`src/rtl/panda_alu_arbiter.sv`:
```
// Round-robin arbiter sharing one combinational panda_alu between NumReq requesters,
// with a registered, valid/ready result slot per requester.

package panda_pkg;
   typedef enum logic [3:0] {
      ALU_ADD, ALU_SUB, ALU_XOR, ALU_OR, ALU_AND, ALU_SLL, ALU_SRL, ALU_SRA,
      ALU_EQ, ALU_NE, ALU_LT, ALU_LTU, ALU_GE, ALU_GEU
   } alu_operator_e;
endpackage

// One result slot: a grant loads the ALU result, a pop clears it, grant wins on overlap.
module panda_alu_arbiter_slot (
   input  logic        clk_i,
   input  logic        rst_ni,
   input  logic        grant_i,
   input  logic        pop_i,
   input  logic [31:0] result_i,
   output logic        valid_o,
   output logic [31:0] result_o
);
   logic        valid_d, valid_q;
   logic [31:0] result_d, result_q;

   always_comb begin
      valid_d  = valid_q;
      result_d = result_q;
      if (pop_i) valid_d = 1'b0;
      if (grant_i) begin
         valid_d  = 1'b1;
         result_d = result_i;
      end
   end

   always_ff @(posedge clk_i or negedge rst_ni) begin
      if (!rst_ni) begin
         valid_q  <= 1'b0;
         result_q <= '0;
      end else begin
         valid_q  <= valid_d;
         result_q <= result_d;
      end
   end

   assign valid_o  = valid_q;
   assign result_o = result_q;
endmodule

// NumReq is legal in 2..4.
module panda_alu_arbiter import panda_pkg::*; #(
   parameter int unsigned NumReq = 2
) (
   input  logic                           clk_i,
   input  logic                           rst_ni,
   input  logic          [NumReq-1:0]      req_valid_i,
   output logic          [NumReq-1:0]      req_ready_o,
   input  alu_operator_e [NumReq-1:0]      req_operator_i,
   input  logic          [NumReq-1:0][31:0] req_operand_a_i,
   input  logic          [NumReq-1:0][31:0] req_operand_b_i,
   output logic          [NumReq-1:0]      rsp_valid_o,
   input  logic          [NumReq-1:0]      rsp_ready_i,
   output logic          [NumReq-1:0][31:0] rsp_result_o,
   output alu_operator_e                   alu_operator_o,
   output logic          [31:0]            alu_operand_a_o,
   output logic          [31:0]            alu_operand_b_o,
   input  logic          [31:0]            alu_result_i,
   output logic          [NumReq-1:0]      busy_o
);
   localparam int unsigned PtrW = $clog2(NumReq);

   logic [PtrW-1:0]   rr_ptr_d, rr_ptr_q;
   logic [PtrW-1:0]   scan_idx, gnt_idx;
   logic [NumReq-1:0] eligible, grant;
   logic              gnt_any;

   // A slot being popped this cycle can take a new result on the same edge.
   assign eligible = req_valid_i & (~rsp_valid_o | rsp_ready_i);

   always_comb begin
      grant    = '0;
      gnt_any  = 1'b0;
      gnt_idx  = '0;
      scan_idx = '0;
      for (int unsigned o = 0; o < NumReq; o++) begin
         scan_idx = PtrW'((32'(rr_ptr_q) + o) % NumReq);
         if (!gnt_any && eligible[scan_idx]) begin
            grant[scan_idx] = 1'b1;
            gnt_any         = 1'b1;
            gnt_idx         = scan_idx;
         end
      end
   end

   always_comb begin
      rr_ptr_d = rr_ptr_q;
      if (gnt_any) rr_ptr_d = (gnt_idx == PtrW'(NumReq - 1)) ? '0 : gnt_idx + 1'b1;
   end

   always_ff @(posedge clk_i or negedge rst_ni) begin
      if (!rst_ni) rr_ptr_q <= '0;
      else         rr_ptr_q <= rr_ptr_d;
   end

   // Idle ALU inputs are parked at ADD 0,0 so they do not toggle.
   always_comb begin
      alu_operator_o  = ALU_ADD;
      alu_operand_a_o = '0;
      alu_operand_b_o = '0;
      if (gnt_any) begin
         alu_operator_o  = req_operator_i[gnt_idx];
         alu_operand_a_o = req_operand_a_i[gnt_idx];
         alu_operand_b_o = req_operand_b_i[gnt_idx];
      end
   end

   assign req_ready_o = grant;
   assign busy_o      = rsp_valid_o | req_valid_i;

   for (genvar i = 0; i < NumReq; i++) begin : g_slot
      panda_alu_arbiter_slot u_slot (
         .clk_i    (clk_i),
         .rst_ni   (rst_ni),
         .grant_i  (grant[i]),
         .pop_i    (rsp_ready_i[i]),
         .result_i (alu_result_i),
         .valid_o  (rsp_valid_o[i]),
         .result_o (rsp_result_o[i])
      );

      a_rsp_hold : assert property (@(posedge clk_i) disable iff (!rst_ni)
         rsp_valid_o[i] && !rsp_ready_i[i] |=> rsp_valid_o[i] && $stable(rsp_result_o[i]));

      a_req_hold : assert property (@(posedge clk_i) disable iff (!rst_ni)
         req_valid_i[i] && !req_ready_o[i] |=> req_valid_i[i] && $stable(req_operator_i[i]) &&
            $stable(req_operand_a_i[i]) && $stable(req_operand_b_i[i]));
   end

   a_one_grant : assert property (@(posedge clk_i) disable iff (!rst_ni)
      $onehot0(req_ready_o & req_valid_i));

   a_no_full_grant : assert property (@(posedge clk_i) disable iff (!rst_ni)
      (req_ready_o & rsp_valid_o & ~rsp_ready_i) == '0);
endmodule

```
`config.mk`:
```
export PLATFORM = sky130hd
export DESIGN_NAME = panda_alu_arbiter
export DESIGN_NICKNAME = d
export VERILOG_FILES = /design/src/rtl/panda_alu_arbiter.sv
export SDC_FILE = /design/constraint.sdc
export NUM_CORES = 1
export LEC_CHECK = 0
export BUFFER_PORTS_ARGS = -buffer_cell sky130_fd_sc_hd__buf_4
export CORE_AREA = 4 4 118 120
export DETAILED_ROUTE_END_ITERATION = 7
export DIE_AREA = 0 0 122 124
export GPL_TIMING_DRIVEN = 0
export PLACE_DENSITY = 0.68
export SYNTH_ARGS = -nofsm -noshare
export SYNTH_HDL_FRONTEND = slang
export SYNTH_SLANG_ARGS = --single-unit
```
`constraint.sdc`:
```
create_clock -name clk_i -period 2.8 [get_ports clk_i]
set_clock_uncertainty 0.15 [all_clocks]
set_input_delay 0.56 -clock clk_i [delete_from_list [all_inputs] [get_ports clk_i]]
set_output_delay 0.56 -clock clk_i [all_outputs]
set_load 0.02 [all_outputs]
```
* After elaboration in Yosys (flattened, before gate mapping) *
Cells that the tools add are included.

word-level totals
  input port bits = 174
  word-level logic and storage cells = 51
  register bits after elaboration = 67
  output and inout port bits = 138

operators by class
  magnitude comparators = 5
  reduce and logical (&&, ||, !) cells = 6
  bitwise logic cells = 5
  add/sub/neg operators = 2
  mux-type cells = 28

operator list
  kind                                                                           count
  32-bit two-way mux                                                             6
  1-bit two-way mux                                                              15
  4-bit two-way mux                                                              3
  1-bit by 2-bit less-than comparator with 1-bit output (second input constant)  3
  2-bit OR                                                                       3
  2-bit two-way mux                                                              2
  2-bit nonzero test                                                             2
  1-bit logical AND                                                              3
  1-bit adder (second input constant)                                            2
  2-bit AND                                                                      1
  1-bit demux with 1-bit select                                                  2
  1-bit greater-or-equal comparator (second input constant)                      2
  2-bit NOT                                                                      1
  1-bit zero test                                                                1

* Longest topological paths before layout *
Gate-level depths: netlist (run 1).

  depth in word-level cells = 12
  depth in mapped cells = 6
  mapped depth without buffers = 4

* By module *
Synthesis (run 1) repeated with hierarchy kept, for this count alone.

unflattened totals
  cell total of the unflattened synthesis = 238
  area total of the unflattened synthesis = 3,553.4 µm²

modules (own cells, without submodules)
  module                  instances  cells each  area an instance (µm²)  seq. area each (µm²)
  panda_alu_arbiter_slot  2          71          1,377.6                 825.8
  panda_alu_arbiter       1          96          798.3                   25.0

* Worst setup path after synthesis (run 1) *
OpenSTA, ideal clock, no wires.

  kind = input port to output port
  from = input port rsp_ready_i[1]
  to = output port alu_operand_a_o[10]
  data required time = 2.090 ns
  data arrival time = 1.639 ns
  buffers on the path = 2
  setup slack = 0.451 ns
  cell stages on the path = 5
  cells stage by stage = nand2b_4 > a311oi_2 > buf_4 > buf_2 > a22o_1

between the ends
  cells in the longest elaborated chain, start to end = 11
  elaborated cells on any way between the ends = 15
  those cells by class = mux (11); bitwise (2); reduce/logical (2)

ends and longest elaborated chain
  item                                                   RTL line  text
  from (decl)                                            60        input logic [NumReq-1:0] rsp_ready_i,
  2-bit OR *                                             76        assign eligible = req_valid_i & (~rsp_valid_o | rsp_ready_i);
  2-bit AND *                                            76
  1-bit two-way mux (not written as such) (2 in a row)   85        if (!gnt_any && eligible[scan_idx]) begin
  1-bit two-way mux                                      85
  1-bit zero test                                        85
  1-bit logical AND                                      85
  1-bit two-way mux                                      85
  32-bit two-way mux (not written as such) (2 in a row)  110       alu_operand_a_o = req_operand_a_i[gnt_idx];
  32-bit two-way mux *                                   108       if (gnt_any) begin
  to (decl)                                              63        output logic [31:0] alu_operand_a_o,

Every way passes the cells marked *; elsewhere a longest branch is shown, timed or not. The select of a mux whose other input is x is not followed.

* Worst setup path after layout (run 1) *
  from = register g_slot[0].u_slot.valid_q
  to = output port alu_operand_b_o[6]

between the ends
  cells in the longest elaborated chain, start to end = 12
  elaborated cells on any way between the ends = 16
  those cells by class = mux (11); bitwise (3); reduce/logical (2)

ends and longest elaborated chain
  item                                                   RTL line  text
  from (decl)                                            21        logic valid_d, valid_q;
  from (signal assigned)                                 39        valid_q <= valid_d;
  2-bit NOT *                                            76
  2-bit OR *                                             76
  2-bit AND *                                            76
  1-bit two-way mux (not written as such) (2 in a row)   85
  1-bit two-way mux                                      85
  1-bit zero test                                        85
  1-bit logical AND                                      85
  1-bit two-way mux                                      85
  32-bit two-way mux (not written as such) (2 in a row)  111       alu_operand_b_o = req_operand_b_i[gnt_idx];
  32-bit two-way mux *                                   108
  to (decl)                                              64        output logic [31:0] alu_operand_b_o,

Marked as above.

==> qor.txt, run 1 <==
PortBufs: 311
Multiplexer share of the synthesized area: 22.25%
DP Wirelength: 11900 µm
Slowest cell on the critical path: dfrtp_1
Finished Core Util: 48.95%
Pre-CTS setup slack: -0.04646 ns
Register area share after synthesis: 50.45%
Worst-path cell chain: nor2b_2 > a311oi_2 > buf_6 > buf_12 > buf_6 > a22o_1 > buf_6
Peak supply drop: 0.0004171 V
Routed len/inst: 19.36 µm
Clock Latency Late Sink: 0.33 ns
# clock sinks: 67
GP Congestion: 0.8056
Period utilisation layout: 97.67%
Yosys warnings: 0
Global route overflow: 0
FP Rows: 42
Critical path fanouts, max: 10
Synth Area in Simple Gates: 1.883%
Adder-cell area share of the yosys netlist: 0%
Worst path required time: 2.09 ns
Clk pwr share: 23.6%
Final Critical Period: 2.735 ns
Total track usage: 17.49%
Max Buffers Root-to-Sink: 2
Largest net degree at the start of global routing: 68
Synth Register Bits: 67
Crit path kind: flip-flop to output pin
Post-synth cell types: 16
Sequential power share: 29.3%
First-pass GRT wire length: 20110 µm
Cell Count, Final, Fillers Out: 749
Highest clock rate: 0.3656 GHz
Area after DPL: 5878 µm²
R2r worst-path depth: 7
Vias per cell: 4.574
Drt drc: 0
Post-layout worst setup margin: 0.06513 ns
Final Hold Vio Count: 0
CP Capture Type: output pin
Post-route cell area: 6354 µm²
Placed insts: 724
Io pins: 312
Slowest Stage Delay on Critical Path: 0.37 ns
Reg-to-reg critical path startpoint: g_slot[0].u_slot.valid_o
Mean Syn Cell Area: 14.02 µm²
RSZ-0062 raised after global routing: yes
CP most frequent cell: buf_6
Worst EP arrival: 2.02 ns
Switching Fraction: 35.26%
Pwr per Cell Area: 738.0 nW/µm²
Slew @ Worst Pin: 0.8415 ns
Ant diodes: 0
CTS tree: built
Die Width: 122 µm
NumNets Final: 742
Synthesized cell area: 3323 µm²
Clock root cell: clkbuf_16
DR iter-0 viols: 116
Largest family of logic cells by synthesized area: multiplexers
Syn nets: 411
Initial antenna violation count: 0
CP startpoint kind: flip-flop
Post-synthesis compound-gate area fraction: 19.28%
Relative slew margins: 43.90%
CTS clk-pin slew, worst paths: 0.06 ns
Slew Viols, Final: 0
Height of the die: 124 µm
Critical R2R Capture: g_slot[0].u_slot.result_o[29]
Via Count: 3426
Post-DRT Antenna Nets: 0
Run status: finished clean
Starting Density: 25.60%
P_leak: 3.230 nW
Worst reg-to-reg setup slack: 0.69 ns
Core area: 12980 µm²
Synth Instances: 237
Pint: 3.036 mW
Inserted Clock Buffers: 9
Clock H-tree levels: 3
Final WL: 14500 µm
Final setup violation count: 0
Combinational group share of total power: 47.1%
Share of cells above drive strength 1: 76.09%
HP Class: input port to async pin
Die area: 15130 µm²
Max Cap Viol: 0
Area growth syn-to-layout: 91.19%
Number of global-route vias before repair: 3540
Xor/xnor share of the synthesized area: 0%
TritonRoute pass-1 iters: 4
NetSw: 1.653 mW
==> worst max path at each step <==
stage	from	end	cells past startpoint	slack, ns
3_3_place_gp	rsp_ready_i[1]	alu_operand_b_o[4]	7	-0.03
2_1_floorplan	rsp_ready_i[1]	alu_operand_a_o[10]	5	0.45
5_1_grt	g_slot[0].u_slot.valid_o	alu_operand_a_o[16]	7	-0.01
6_report	g_slot[0].u_slot.valid_o	alu_operand_b_o[6]	7	0.07
3_5_place_dp	rsp_ready_i[1]	alu_operand_b_o[4]	7	-0.05
4_1_cts	g_slot[0].u_slot.valid_o	alu_operand_b_o[4]	6	0.001
==> layout by cell type (no fill, tap or decap), types with 2 or more instances in the layout <==
cell type	synthesis	routed
nand2_1	2	2
buf_4	6	319
clkinv_2	0	3
or2_2	3	3
clkinvlp_4	0	2
a22o_1	68	66
clkbuf_16	0	10
dfrtp_1	67	67
buf_8	0	2
mux2_2	59	59
buf_6	9	18
mux2_4	5	5
nand2b_4	2	2
a22o_4	0	2
buf_2	10	3
==> logic make-up after synthesis <==
kind of cell,count (synthesis)
buf+inv,27
compound gates,71
mux,64
simple gates,8
flops,67
==> Yosys cell counts (all sizes together) <==
cell,count,area [µm²]
a22o,68,595.6
a311oi,1,15.01
buf,25,196.4
dfrtp,67,1677
inv,2,7.500
mux2,64,739.5
nand2,2,7.510
nand2b,2,27.53
nor2b,1,8.760
o211ai,1,21.27
o2bb2ai,1,8.760
or2,3,18.77
==> flip-flops by register name, summed over array words and instances (netlist names) <==
signal / flops
rr_ptr_q: 1
g_slot.u_slot.result_o: 64
g_slot.u_slot.valid_o: 2
==> stage by stage <==
step / power, mW / TNS, ns / hold slack, ns
final: 4.689 / 0 / 0.1761
after detailed placement: 3.545 / -0.1835 / 0.3462
after global routing: 4.916 / -0.07635 / 0.2573
after floorplan: 2.492 / 0 / 0.1144
after global placement: 3.504 / -0.09552 / 0.3417
after CTS: 4.674 / 0 / 0.2188
==> power groups by stage <==
stage / clock network [mW] / registers, mW / logic (mW)
2_1_floorplan: 0 / 1.68 / 0.813
3_3_place_gp: 0 / 1.37 / 2.13
3_5_place_dp: 0 / 1.39 / 2.15
4_1_cts: 1.13 / 1.38 / 2.16
5_1_grt: 1.18 / 1.41 / 2.33
6_report: 1.11 / 1.37 / 2.21
==> routing by layer <==
layer	global-route usage, %	vias up	part of all wire, %
met2	32.70	154	55
met1	18.31	1672	35
met5	0	-	0
met3	4.269	27	7.2
met4	8.543	0	2.7
li1	-	1573	-
==> cell type report <==
type	instances	area (µm²)
fillers	1213	6626
clock buffers	9	225.2
repair buffers	320	2455
well taps	176	220.2
plain buffers	25	240.2
clock inverters	7	68.82
flip-flops and latches	67	1677
multi-input cells	143	1460
inverters	2	7.507
==> timing repair <==
| action | in CTS | in global routing |
|---|---|---|
| gates cloned | 0 | 1 |
| gates resized for setup | 3 | 25 |
| hold buffers | 0 | 0 |
| setup buffers | 1 | 7 |
| endpoints found under the setup margin | 70 | 59 |
| pin swaps | 2 | 6 |
==> critical path, delay by kind of cell, from the launching register on <==
kind	cells	cell delay, ns
buffers and inverters	4	0.55
DFF	1	0.37
and+or+nand+nor	1	0.19
AOI/OAI and AO/OA	2	0.58
Note: power is estimated with default switching activity, not from simulation.
==> run 2: changes to the inputs <==
--- a/config.mk
+++ b/config.mk
@@ -7,6 +7,7 @@
 export LEC_CHECK = 0
 export BUFFER_PORTS_ARGS = -buffer_cell sky130_fd_sc_hd__buf_4
 export CORE_AREA = 4 4 118 120
+export CTS_BUF_LIST = sky130_fd_sc_hd__clkbuf_2 sky130_fd_sc_hd__clkbuf_4 sky130_fd_sc_hd__clkbuf_8
 export DETAILED_ROUTE_END_ITERATION = 7
 export DIE_AREA = 0 0 122 124
 export GPL_TIMING_DRIVEN = 0
==> run 2 against run 1 <==
Against the previous run:
- clock power fell by 29%
- die area did not move
- power fell by 8.0%
- via count fell by 0.67%
- core utilization fell by 1.8 points
- clock-buffer cell count did not move
- setup slack improved by 0.019 ns
- sequential share of layout area rose by 0.98 points
==> qor.txt, run 2 (synthesis gave the netlist of run 1 again) <==
Area growth syn-to-layout: 84.34%
R2r worst-path depth: 6 (-1)
Slew @ Worst Pin: 0.8524 ns (+0.01085 ns)
DP Wirelength: 11900 µm (unchanged)
Final setup violation count: 0 (unchanged)
Vias per cell: 4.574 (about the same)
GP Congestion: 0.8056 (unchanged)
Slew Viols, Final: 0 (unchanged)
Max Buffers Root-to-Sink: 2 (unchanged)
Reg-to-reg critical path startpoint: g_slot[0].u_slot.valid_o
Highest clock rate: 0.3682 GHz (+0.70%)
Pre-CTS setup slack: -0.04646 ns (unchanged)
FILL cells: 1232 (+1.6%)
Core area: 12980 µm² (unchanged)
Peak supply drop: 0.0003921 V (-6.0%)
TritonRoute pass-1 iters: 4 (unchanged)
Share of cells above drive strength 1: 75.53% (-0.56 points)
Post-layout worst setup margin: 0.08407 ns (+0.01894 ns)
Initial antenna violation count: 0 (unchanged)
Global route hottest layer: met2
Io pins: 312 (unchanged)
P_leak: 3.126 nW (-3.2%)
Height of the die: 124 µm (unchanged)
Number of global-route vias before repair: 3534 (-0.17%)
Final Critical Period: 2.716 ns (-0.01894 ns)
Starting Density: 25.60% (unchanged)
PortBufs: 311 (unchanged)
Multi-input logic area: 1443 µm² (-1.2%)
Global route overflow: 0 (unchanged)
Post-DRT Antenna Nets: 0 (unchanged)
CTS clk-pin slew, worst paths: 0.08 ns (+0.02 ns)
Period utilisation layout: 97.00% (-0.68 points)
Run status: finished clean
Crit path kind: flip-flop to output pin
Routed len/inst: 19.28 µm (-0.42%)
Final WL: 14350 µm (-1.1%)
Worst hold slack: 0.1560 ns (-0.02006 ns)
Worst path required time: 2.09 ns (about the same)
Die Width: 122 µm (unchanged)
CTS tree: built
Clock H-tree levels: 3 (unchanged)
Reg area: 1677 µm² (unchanged)
Hold buffer count at cts: 0 (unchanged)
Drt drc: 0 (unchanged)
First-pass GRT wire length: 20000 µm (-0.51%)
DR iter-0 viols: 116 (unchanged)
Clock Latency Late Sink: 0.34 ns (about the same)
HP Class: input port to async pin
RSZ-0062 raised after global routing: no
Ant diodes: 0 (unchanged)
Total track usage: 17.44% (-0.048 points)
Clock root cell: clkbuf_8
Relative slew margins: 43.17% (-0.72 points)
M2 GR Usage: 32.49% (-0.21 points)
Critical path fanouts, max: 10 (unchanged)
Critical R2R Capture: g_slot[0].u_slot.result_o[29]
Max reg flops: 64 (unchanged)
Inserted Clock Buffers: 9 (unchanged)
Pwr per Cell Area: 704.2 nW/µm² (-4.6%)
CP Capture Type: output pin
Die area: 15130 µm² (unchanged)
# clock sinks: 67 (unchanged)
Max Cap Viol: 0 (unchanged)
NumNets Final: 737 (-0.67%)
Via Count: 3403 (-0.67%)
Commonest cells after routing, fill and taps aside: buf_4, a22o_1, dfrtp_1
FP Rows: 42 (unchanged)
Met3 usage: 4.678% (+0.41 points)
Worst reg-to-reg setup slack: 0.82 ns (+0.13 ns)
Worst EP arrival: 2.01 ns (about the same)
CP startpoint kind: flip-flop
Final Hold Vio Count: 0 (unchanged)
Met1 Use GR: 18.25% (-0.057 points)
Most common cell after layout, fill and taps aside: buf_4
Largest net degree at the start of global routing: 68 (unchanged)
## run 2: changes by cell type in the layout (fill, tap and decap cells not counted)
cell	delta
a22o_1	+2
a22o_4	-2
buf_12	-1
buf_4	+2
buf_6	-7
buf_8	-2
clkbuf_16	-10
clkbuf_4	+4
clkbuf_8	+9
## run 2: report_power, final
group | internal (mW) | leakage [nW] | switching (mW)
logic | 1.08 | 2.25 | 1.07
registers | 1.23 | 0.782 | 0.148
clock network | 0.407 | 0.0950 | 0.381
total | 2.71 | 3.13 | 1.60
## run 2: routing by layer
metal	part of all wire, %	wire (µm)
met1	35	5007
met2	55	7833
met3	7.5	1081
met4	3.0	424
met5	0	0
## run 2: timing repair
item / CTS / global route
setup endpoints to repair: 70 / 22
pin swaps: 2 / 0
resized for setup: 3 / 6
buffers inserted: 2 / 2
## run 2: critical path, stage by stage, from the launching register on
cell and delay, ns:
dfrtp_1 0.41, nor2b_2 0.20, a311oi_2 0.27, buf_6 0.21, buf_6 0.16, a22o_1 0.22
buf_4 0.18
## run 2: area by class of cell
type,instances,area share (%)
Multi-Input combinational cell,143,23.55
Clock buffer,9,2.022
Tap cell,176,3.595
Timing Repair Buffer,315,38.60
Sequential cell,67,27.37
Inverter,2,0.1225
Buffer,25,3.615
Clock inverter,7,1.123
## run 2: worst max path at each step
stage / slack [ns] / startpoint / end / cells past startpoint
final: 0.08 / g_slot[0].u_slot.valid_o / alu_operand_b_o[4] / 6
after global routing: 0.003 / g_slot[0].u_slot.valid_o / alu_operand_b_o[19] / 6
after CTS: 0.01 / g_slot[0].u_slot.valid_o / alu_operand_b_o[4] / 6
after detailed placement: -0.05 / rsp_ready_i[1] / alu_operand_b_o[4] / 7
after global placement: -0.03 / rsp_ready_i[1] / alu_operand_b_o[4] / 7
after floorplan: 0.45 / rsp_ready_i[1] / alu_operand_a_o[10] / 5
## run 2: metrics by stage
step                      total power, mW  setup TNS, ns  cell area, µm²  cells  util (%)
after global placement              3.504       -0.09552            5878    724     45.29
final                               4.314              0            6126    744     47.19
after CTS                           4.354              0            6095    742     46.95
after global routing                4.536              0            6126    744     47.19
after detailed placement            3.545        -0.1835            5878    724     45.29
after floorplan                     2.492              0            3323    237         -
